## src/rtl/instruction_fetch.sv

```systemverilog
`default_nettype none
// ============================================================================
// Module  : instruction_fetch
// Fetches one 16-bit word per PC over a req/ack handshake into an IR and
// steers the program counter (increment after a good fetch, load on flush).
// Revision: 1.0
// ============================================================================
module instruction_fetch #(
  parameter int TIMEOUT = 16
) (
  input  logic        clk,
  input  logic        rst,
  input  logic        run,
  input  logic [15:0] pc_in,
  output logic        pc_enable,
  output logic        pc_select,
  input  logic        flush,
  output logic        mem_req,
  output logic [15:0] mem_addr,
  input  logic        mem_ack,
  input  logic [15:0] mem_rdata,
  output logic [15:0] ir_out,
  output logic        ir_valid,
  input  logic        ir_ready,
  output logic        fetch_err
);

  localparam int CNT_W = $clog2(TIMEOUT);
  localparam logic [CNT_W-1:0] CNT_LAST = CNT_W'(TIMEOUT - 1);

  localparam logic [2:0] S_IDLE  = 3'd0;
  localparam logic [2:0] S_ISSUE = 3'd1;
  localparam logic [2:0] S_WAIT  = 3'd2;
  localparam logic [2:0] S_HOLD  = 3'd3;
  localparam logic [2:0] S_ERR   = 3'd4;

  logic [2:0]       state;
  logic [CNT_W-1:0] wait_cnt;
  logic             flush_pend;
  logic             flush_act;
  logic             fetch_good;

  // Flush owns the PC strobe; a good fetch only increments when no flush is live.
  assign flush_act  = flush && (state != S_ERR);
  assign fetch_good = (state == S_WAIT) && mem_ack && !flush_pend && !flush;
  assign pc_select  = flush_act;
  assign pc_enable  = flush_act || fetch_good;
  assign mem_req    = (state == S_WAIT);
  assign ir_valid   = (state == S_HOLD);
  assign fetch_err  = (state == S_ERR);

  always_ff @(posedge clk or negedge rst) begin
    if (!rst) begin
      state      <= S_IDLE;
      mem_addr   <= '0;
      ir_out     <= '0;
      wait_cnt   <= '0;
      flush_pend <= 1'b0;
    end else begin
      case (state)
        S_IDLE: begin
          if (!flush && run) state <= S_ISSUE;
        end
        S_ISSUE: begin
          // On flush stay here so the reloaded PC is sampled next cycle.
          if (!flush) begin
            mem_addr <= pc_in;
            wait_cnt <= '0;
            state    <= S_WAIT;
          end
        end
        S_WAIT: begin
          if (mem_ack) begin
            flush_pend <= 1'b0;
            if (flush_pend || flush) begin
              state <= S_ISSUE;
            end else begin
              ir_out <= mem_rdata;
              state  <= S_HOLD;
            end
          end else begin
            if (flush) flush_pend <= 1'b1;
            if (wait_cnt == CNT_LAST) state <= S_ERR;
            else wait_cnt <= wait_cnt + 1'b1;
          end
        end
        S_HOLD: begin
          if (flush) state <= S_ISSUE;
          else if (ir_ready) state <= run ? S_ISSUE : S_IDLE;
        end
        S_ERR:   state <= S_ERR;
        default: state <= S_IDLE;
      endcase
    end
  end

endmodule
`default_nettype wire

```

## config.mk

```make
export PLATFORM = sky130hd
export DESIGN_NAME = instruction_fetch
export DESIGN_NICKNAME = d
export VERILOG_FILES = /design/src/rtl/instruction_fetch.sv
export SDC_FILE = /design/constraint.sdc
export NUM_CORES = 1
export LEC_CHECK = 0
export BUFFER_PORTS_ARGS = -buffer_cell sky130_fd_sc_hd__buf_2
export CAP_MARGIN = 20
export CORE_UTILIZATION = 51
export DETAILED_ROUTE_END_ITERATION = 6
export GPL_TIMING_DRIVEN = 0
export PLACE_DENSITY = 0.81
export SYNTH_ARGS = -nofsm -noshare
export SYNTH_HDL_FRONTEND = slang
export SYNTH_SLANG_ARGS = --single-unit
```

## constraint.sdc

```tcl
create_clock -name clk -period 3.2 [get_ports clk]
set_input_delay 0.64 -clock clk [delete_from_list [all_inputs] [get_ports clk]]
set_output_delay 0.64 -clock clk [all_outputs]
set_load 0.02 [all_outputs]
```

==> results.ini, run 1 <==
[outcome]
status=finished, final reports clean

[drt]
drc=0
number_of_drc_markers_in_iteration_0=14
dr_total_vias=1310
detail_route.wirelength_um=3560
drt-vias-per-instance=5.16
count_of_antenna_violating_nets_left_after_detailed_routing=0
firstDrtPassIters=4
detail_route.wl_per_cell_um=14.0

[finish]
final_layout_size_suffix_gt1_frac=0.596
post-route-util=0.690
fillers=256
final_net_count=247
antenna_cells=0
synthesis_to_finish_area_growth_pct=29.6

[yosys]
netlist_instances=127
synth_area_leader_cell=dfrtp_1
synth_async_sr_flop_share=1.00
edff_count_synth=0
muxShareOfSynthArea=0.227
synth_xor_area_frac=0
synth_sequential_area_ratio=0.563
post_synth_fa_ha_maj_area_fraction=0.00704
ys_top_cells_by_area=dfrtp_1, mux2_2, mux2_4, and2_1, a21oi_1
synth.yosys.warnings=0
commonest_register_cell_after_synthesis=dfrtp_1
post_synth_and_or_nand_nor_area_fraction=0.119
synth_seq_cells=40
synth-compound-area-share=0.0535
synth.most_common_cell=dfrtp_1
netlist_area_um2=1780
dominant_combinational_cell_family_by_area_after_synthesis=multiplexers
postSynthAreaPerCell_um2=14.0
synth_top_cell_area_share=0.563
synth.distinct_cells=38
syn_nets=166
post_synth_most_frequent_cells=dfrtp_1, mux2_2, mux2_4, nand2_1

[sta]
slew-limit-headroom=0.442
final_hold_viol_count=0
timing.clock.skew_ns=0.0151
worst_slew_pin_slew_ns=0.837
timing.setup.tns_ns=0
final-setup-viol-count=0
min_period_over_period=0.843
setup_repair_after_global_routing_missed_its_margin=false
timing.final.max_slew_violations=0
post-route-min-period_ns=2.70
fmax_mhz=371

[critical_path]
crit_arrival_ns=2.06
timing.critical_path.to_type=output pin
regToRegEndpoint=mem_addr[10]$_DFFE_PN0P_
r2r-start=state[2]$_DFFE_PN0P_
path_max_fanout=10
timing.reg2reg.worst_path_depth=5
worstPathRequired_ns=2.56
ff2ff_setup_slack_ns=1.37
timing.critical_path.from_type=input pin
setup.worst_path.class=input pin to output pin

[power_and_ir_drop]
clock_network_fraction_of_design_power=0.181
design_power_total_mw=2.21
leakage_nw=1.20
switching_share=0.366
total_switching_power_uw=809
power.sequential.fraction=0.388
worst_ir_drop_vdd_v=0.000532
cellPowerDensity_nw_per_um2=960
share_comb_of_total_power=0.431
intPower_mw=1.40

[global_route]
via_count_of_the_first_global_routing_pass=1236
grt_max_degree=41
initial_antenna_violation_count=0
all_layer_global_routing_usage=0.206
grt_first_pass_wirelength_um=5510
grt.overflow.total=0

[floorplanning]
core-area_um2=3340
die_h_um=61.0
placement_rows=21
fp.dieArea_um2=3730
io-pin-count=75
floorplan.die.width_um=61.0
initial_core_utilization=0.533

[clock_network]
cts_setup_buffers=0
post_cts.resized_instances=0
cts-buffers-inserted=5
tritoncts=built
insertion_delay_ns=0.35
cts.root.buffer_cell=clkbuf_4
maximum_buffer_depth_of_the_clock_tree=2
clock_tree.htree_level_count=2
cts_hold_buffers=0
numClockSinks=40
path_clk_slew_ns=0.12

[placement]
numPortBuffers=74
place.gp.congestion=0.852
hpwlAfterDp_um=2700

[flow_run]
max-cap-violations=0

[worst_hold_path]
worst_hold_path_type=input pin to asynchronous set/reset pin

state kept, by name, summed over array words and instances, names as in the netlist:
register	cells
wait_cnt	4
flush_pend	1
ir_out	16
mem_addr	16
state	3
critical path: stages:
cell,delay (ns)
buf_2,0.14
nand2b_4,0.17
or4_4,0.49
buf_6,0.16
buf_12,0.15
or2b_1,0.15
buf_2,0.15
through the flow:
stage / setup slack (ns) / instances / hold slack, ns / instance area, um2
floorplan: 0.782 / 127 / 0.344 / 1780
global route: 0.450 / 254 / 0.427 / 2300
CTS: 0.497 / 254 / 0.397 / 2300
finish: 0.504 / 254 / 0.373 / 2300
global placement: 0.538 / 247 / 0.483 / 2210
detailed placement: 0.518 / 247 / 0.491 / 2210
metal layers:
layer | routed length, um | GRT usage | up-vias
met5 | 0 | 0 | -
met2 | 1780 | 0.343 | 49
met4 | 65 | 0.0779 | 0
li1 | - | - | 618
met1 | 1530 | 0.256 | 637
met3 | 186 | 0.0588 | 6
layout by cell type (no fill, tap or decap), types with 2 or more instances in the layout:
master / instances
a21oi_1: 4
and2_1: 4
nor4b_1: 2
dfrtp_1: 40
o21ai_0: 2
nor2_1: 2
buf_2: 77
nor3b_1: 2
nand3_1: 3
clkbuf_4: 5
nor2b_1: 2
mux2_4: 9
bufinv_16: 2
nand2_1: 5
nand2b_1: 2
mux2_2: 23
worst max path at each step:
stage	to	slack, ns	startpoint	cells past startpoint
finish	pc_enable	0.50	flush	7
global route	pc_enable	0.45	flush	7
CTS	pc_enable	0.50	flush	7
detailed placement	pc_enable	0.52	flush	7
global placement	pc_enable	0.54	flush	7
floorplan	pc_enable	0.78	flush	5
layout make-up:
type | count | area (um2) | share of cell area
plain buffers | 6 | 50.0 | 0.0217
clock inverters | 2 | 60.1 | 0.0261
flip-flops and latches | 40 | 1000 | 0.435
inverters | 1 | 3.75 | 0.00163
repair buffers | 74 | 370 | 0.161
clock buffers | 5 | 37.5 | 0.0163
multi-input cells | 80 | 723 | 0.314
well taps | 46 | 57.6 | 0.0250
cells by family after synthesis:
| family | after synthesis |
|---|---|
| AO/OA/AOI/OAI | 14 |
| adder cells (fa/ha/maj) | 1 |
| buffers and inverters | 7 |
| flip-flops | 40 |
| multiplexers | 33 |
| AND/OR/NAND/NOR | 32 |
power groups by stage:
stage	Combinational (mW)	Sequential (mW)	Clock (mW)
after global routing	1.04	0.881	0.432
after CTS	0.963	0.856	0.407
after detailed placement	0.960	0.866	0
after floorplan	0.412	1.09	0
final	0.954	0.857	0.400
after global placement	0.929	0.846	0
No activity file was read; power rests on OpenSTA's default activity.
==> inputs of run 2 (changes only) <==
- CORE_UTILIZATION: 51 -> 42
- PLACE_DENSITY: 0.81 -> 0.71
- clock period: 3.2 -> 2.3 ns (I/O delays scaled with it)
==> run 2 against run 1 <==
Compared with the run above: setup slack lost 0.42 ns; count of clock-buffer cells in the layout grew 2; register-to-register slack lost 0.98 ns; combinational power grew 40%; cell count grew 3.5%; total power grew 42%; die area grew 21%; hold slack lost 0.078 ns; clock power grew 53%; non-clock buffer count grew 4; via count shrank 0.69%; global-route usage shrank 4.0 points; critical path type is now flop to output pin.
==> results.ini, run 2 (synthesis results as in run 1) <==
[clock_network]
insertion_delay_ns=0.28  ; -0.07 ns
maximum_buffer_depth_of_the_clock_tree=2  ; unchanged
numClockSinks=40  ; unchanged
cts_hold_buffers=0  ; unchanged
tritoncts=built
cts.root.buffer_cell=clkbuf_8
cts-buffers-inserted=5  ; unchanged
clock_tree.htree_level_count=2  ; unchanged
path_clk_slew_ns=0.07  ; -0.05 ns

[drt]
firstDrtPassIters=4  ; unchanged
number_of_drc_markers_in_iteration_0=53  ; +39
detail_route.wirelength_um=3440  ; -3.1%
drt-vias-per-instance=4.95  ; -4.1%
detail_route.wl_per_cell_um=13.1  ; -6.5%
drc=0  ; unchanged
count_of_antenna_violating_nets_left_after_detailed_routing=0  ; unchanged
dr_total_vias=1301  ; -0.69%

[finish]
mostFrequentLayoutCell=buf_2
synthesis_to_finish_area_growth_pct=33.6
antenna_cells=0  ; unchanged
fillers=338  ; +32%
area_used_by_multi_input_combinational_logic_um2=731  ; +1.0%
post_layout_nonfiller_instances=263  ; +3.5%
layout.cell_area.non_filler_um2=2370  ; +3.1%
final_net_count=251  ; +1.6%
ff_latch_area_um2=1000  ; +0.25%
top_regs=ir_out x16, mem_addr x16, wait_cnt x4
final_cell_mix=buf_2, dfrtp_1, mux2_2
final_layout_size_suffix_gt1_frac=0.620  ; +0.0236

[worst_hold_path]
worst_hold_path_type=input pin to asynchronous set/reset pin

[sta]
worst_slew_pin_slew_ns=0.870  ; +0.0334 ns
final_hold_viol_count=0  ; unchanged
timing.final.max_slew_violations=0  ; unchanged
min_period_over_period=0.964
slew-limit-headroom=0.420  ; -0.0223
fmax_mhz=451
post-route-min-period_ns=2.22
final-setup-viol-count=0  ; unchanged
timing.clock.skew_ns=0.00532  ; -0.00977 ns
setup_repair_after_global_routing_missed_its_margin=false
timing.setup.tns_ns=0  ; unchanged

[global_route]
via_count_of_the_first_global_routing_pass=1181  ; -4.4%
grt.overflow.total=0  ; unchanged
grt_first_pass_wirelength_um=5580  ; +1.3%
grt_max_degree=41  ; unchanged
initial_antenna_violation_count=0  ; unchanged
all_layer_global_routing_usage=0.167  ; -0.0398

[critical_path]
crit_path_max_incr_delay_ns=0.49  ; about the same
critical-path-top-delay-family=simple AND/OR/NAND/NOR gates
timing.critical_path.from_type=flop
timing.critical_path.to_type=output pin
crit_arrival_ns=1.76  ; -0.30 ns
setup.worst_path.class=flop to output pin
path_max_fanout=5  ; -5
cells_along_the_critical_path=or3b_2 > and2_1 > or2b_1 > buf_6
worst-path-buf-inv=1  ; -3
timing.critical_path.slowest_stage_cell=or3b_2
worstPathRequired_ns=1.84  ; -0.72 ns

[placement]
hpwlAfterDp_um=2500  ; -7.4%
numPortBuffers=74  ; unchanged
placement.cell_area_um2=2210  ; +0.23%
place.gp.congestion=0.782  ; -8.2%
place.detailed.instances=251  ; +1.6%

[floorplanning]
floorplan.die.width_um=67.1  ; +9.9%
fp.dieArea_um2=4500  ; +21%
die_h_um=67.1  ; +9.9%
io-pin-count=75  ; unchanged
core-area_um2=4030  ; +21%
initial_core_utilization=0.441  ; -0.0915
placement_rows=23  ; +9.5%

[power_and_ir_drop]
design_power_total_mw=3.14  ; +42%
leakage_nw=1.23  ; +2.8%
worst_ir_drop_vdd_v=0.000501  ; -5.8%
cellPowerDensity_nw_per_um2=1320  ; +38%

[outcome]
status=finished, final reports clean

[flow_run]
max-cap-violations=0  ; unchanged

## run 2: cell count changes in the layout (fill, tap and decap cells not counted)
cell       previous run  this run
dfrtp_1              40        38
nand2b_1              2         1
buf_12                1         0
buf_4                 0         5
buf_8                 0         1
clkbuf_8              0         7
buf_2                77        76
nand2b_4              1         2
bufinv_16             2         1
dfrtp_2               0         2
clkbuf_4              5         0
## run 2: area by class of cell
cell class                      instances  share of cell area
Clock inverter                          1              0.0126
Clock buffer                            7              0.0406
Tap cell                               50              0.0263
Multi-Input combinational cell         80               0.308
Buffer                                  5              0.0142
Sequential cell                        40               0.423
Timing Repair Buffer                   79               0.174
Inverter                                1             0.00158
## run 2: worst paths after layout
kind / to / slack [ns] / from / cells past startpoint
worst max-delay path: pc_enable / 0.08 / state[1]$_DFFE_PN0P_ / 4
worst min-delay path: ir_out[1]$_DFFE_PN0P_ / 0.29 / rst / 1
min in group clk: ir_out[13]$_DFFE_PN0P_ / 0.41 / mem_rdata[13] / 2
max in group asynchronous: state[1]$_DFFE_PN0P_ / 1.41 / rst / 1
worst min register to register: ir_out[1]$_DFFE_PN0P_ / 0.50 / ir_out[1]$_DFFE_PN0P_ / 1
worst max register to register: mem_addr[7]$_DFFE_PN0P_ / 0.39 / state[2]$_DFFE_PN0P_ / 6
## run 2: layer usage
layer	vias to the layer above	part of all wire	GRT usage
li1	630	-	-
met1	617	0.47	0.225
met2	52	0.45	0.250
met3	2	0.082	0.0616
met4	0	0.0052	0.0399
met5	-	0	0
## run 2: power breakdown
group	internal (mW)	switching [mW]
combinational	0.626	0.713
clock	0.383	0.232
sequential	1.02	0.167
total	2.02	1.11
## run 2: stage by stage
stage	util	hold slack [ns]	setup slack [ns]
final	0.589	0.295	0.0830
after global routing	0.589	0.364	0.0123
after CTS	0.589	0.331	0.0541
after detailed placement	0.549	0.487	-0.0107
after global placement	0.549	0.482	-0.00819
after floorplan	-	0.164	0.242
## run 2: repair_timing
action | in CTS | in global routing
pin swaps | 1 | 0
resized for setup | 5 | 1
buffers inserted | 5 | 0
hold endpoints to repair | 0 | 0
endpoints found under the setup margin | 1 | 1
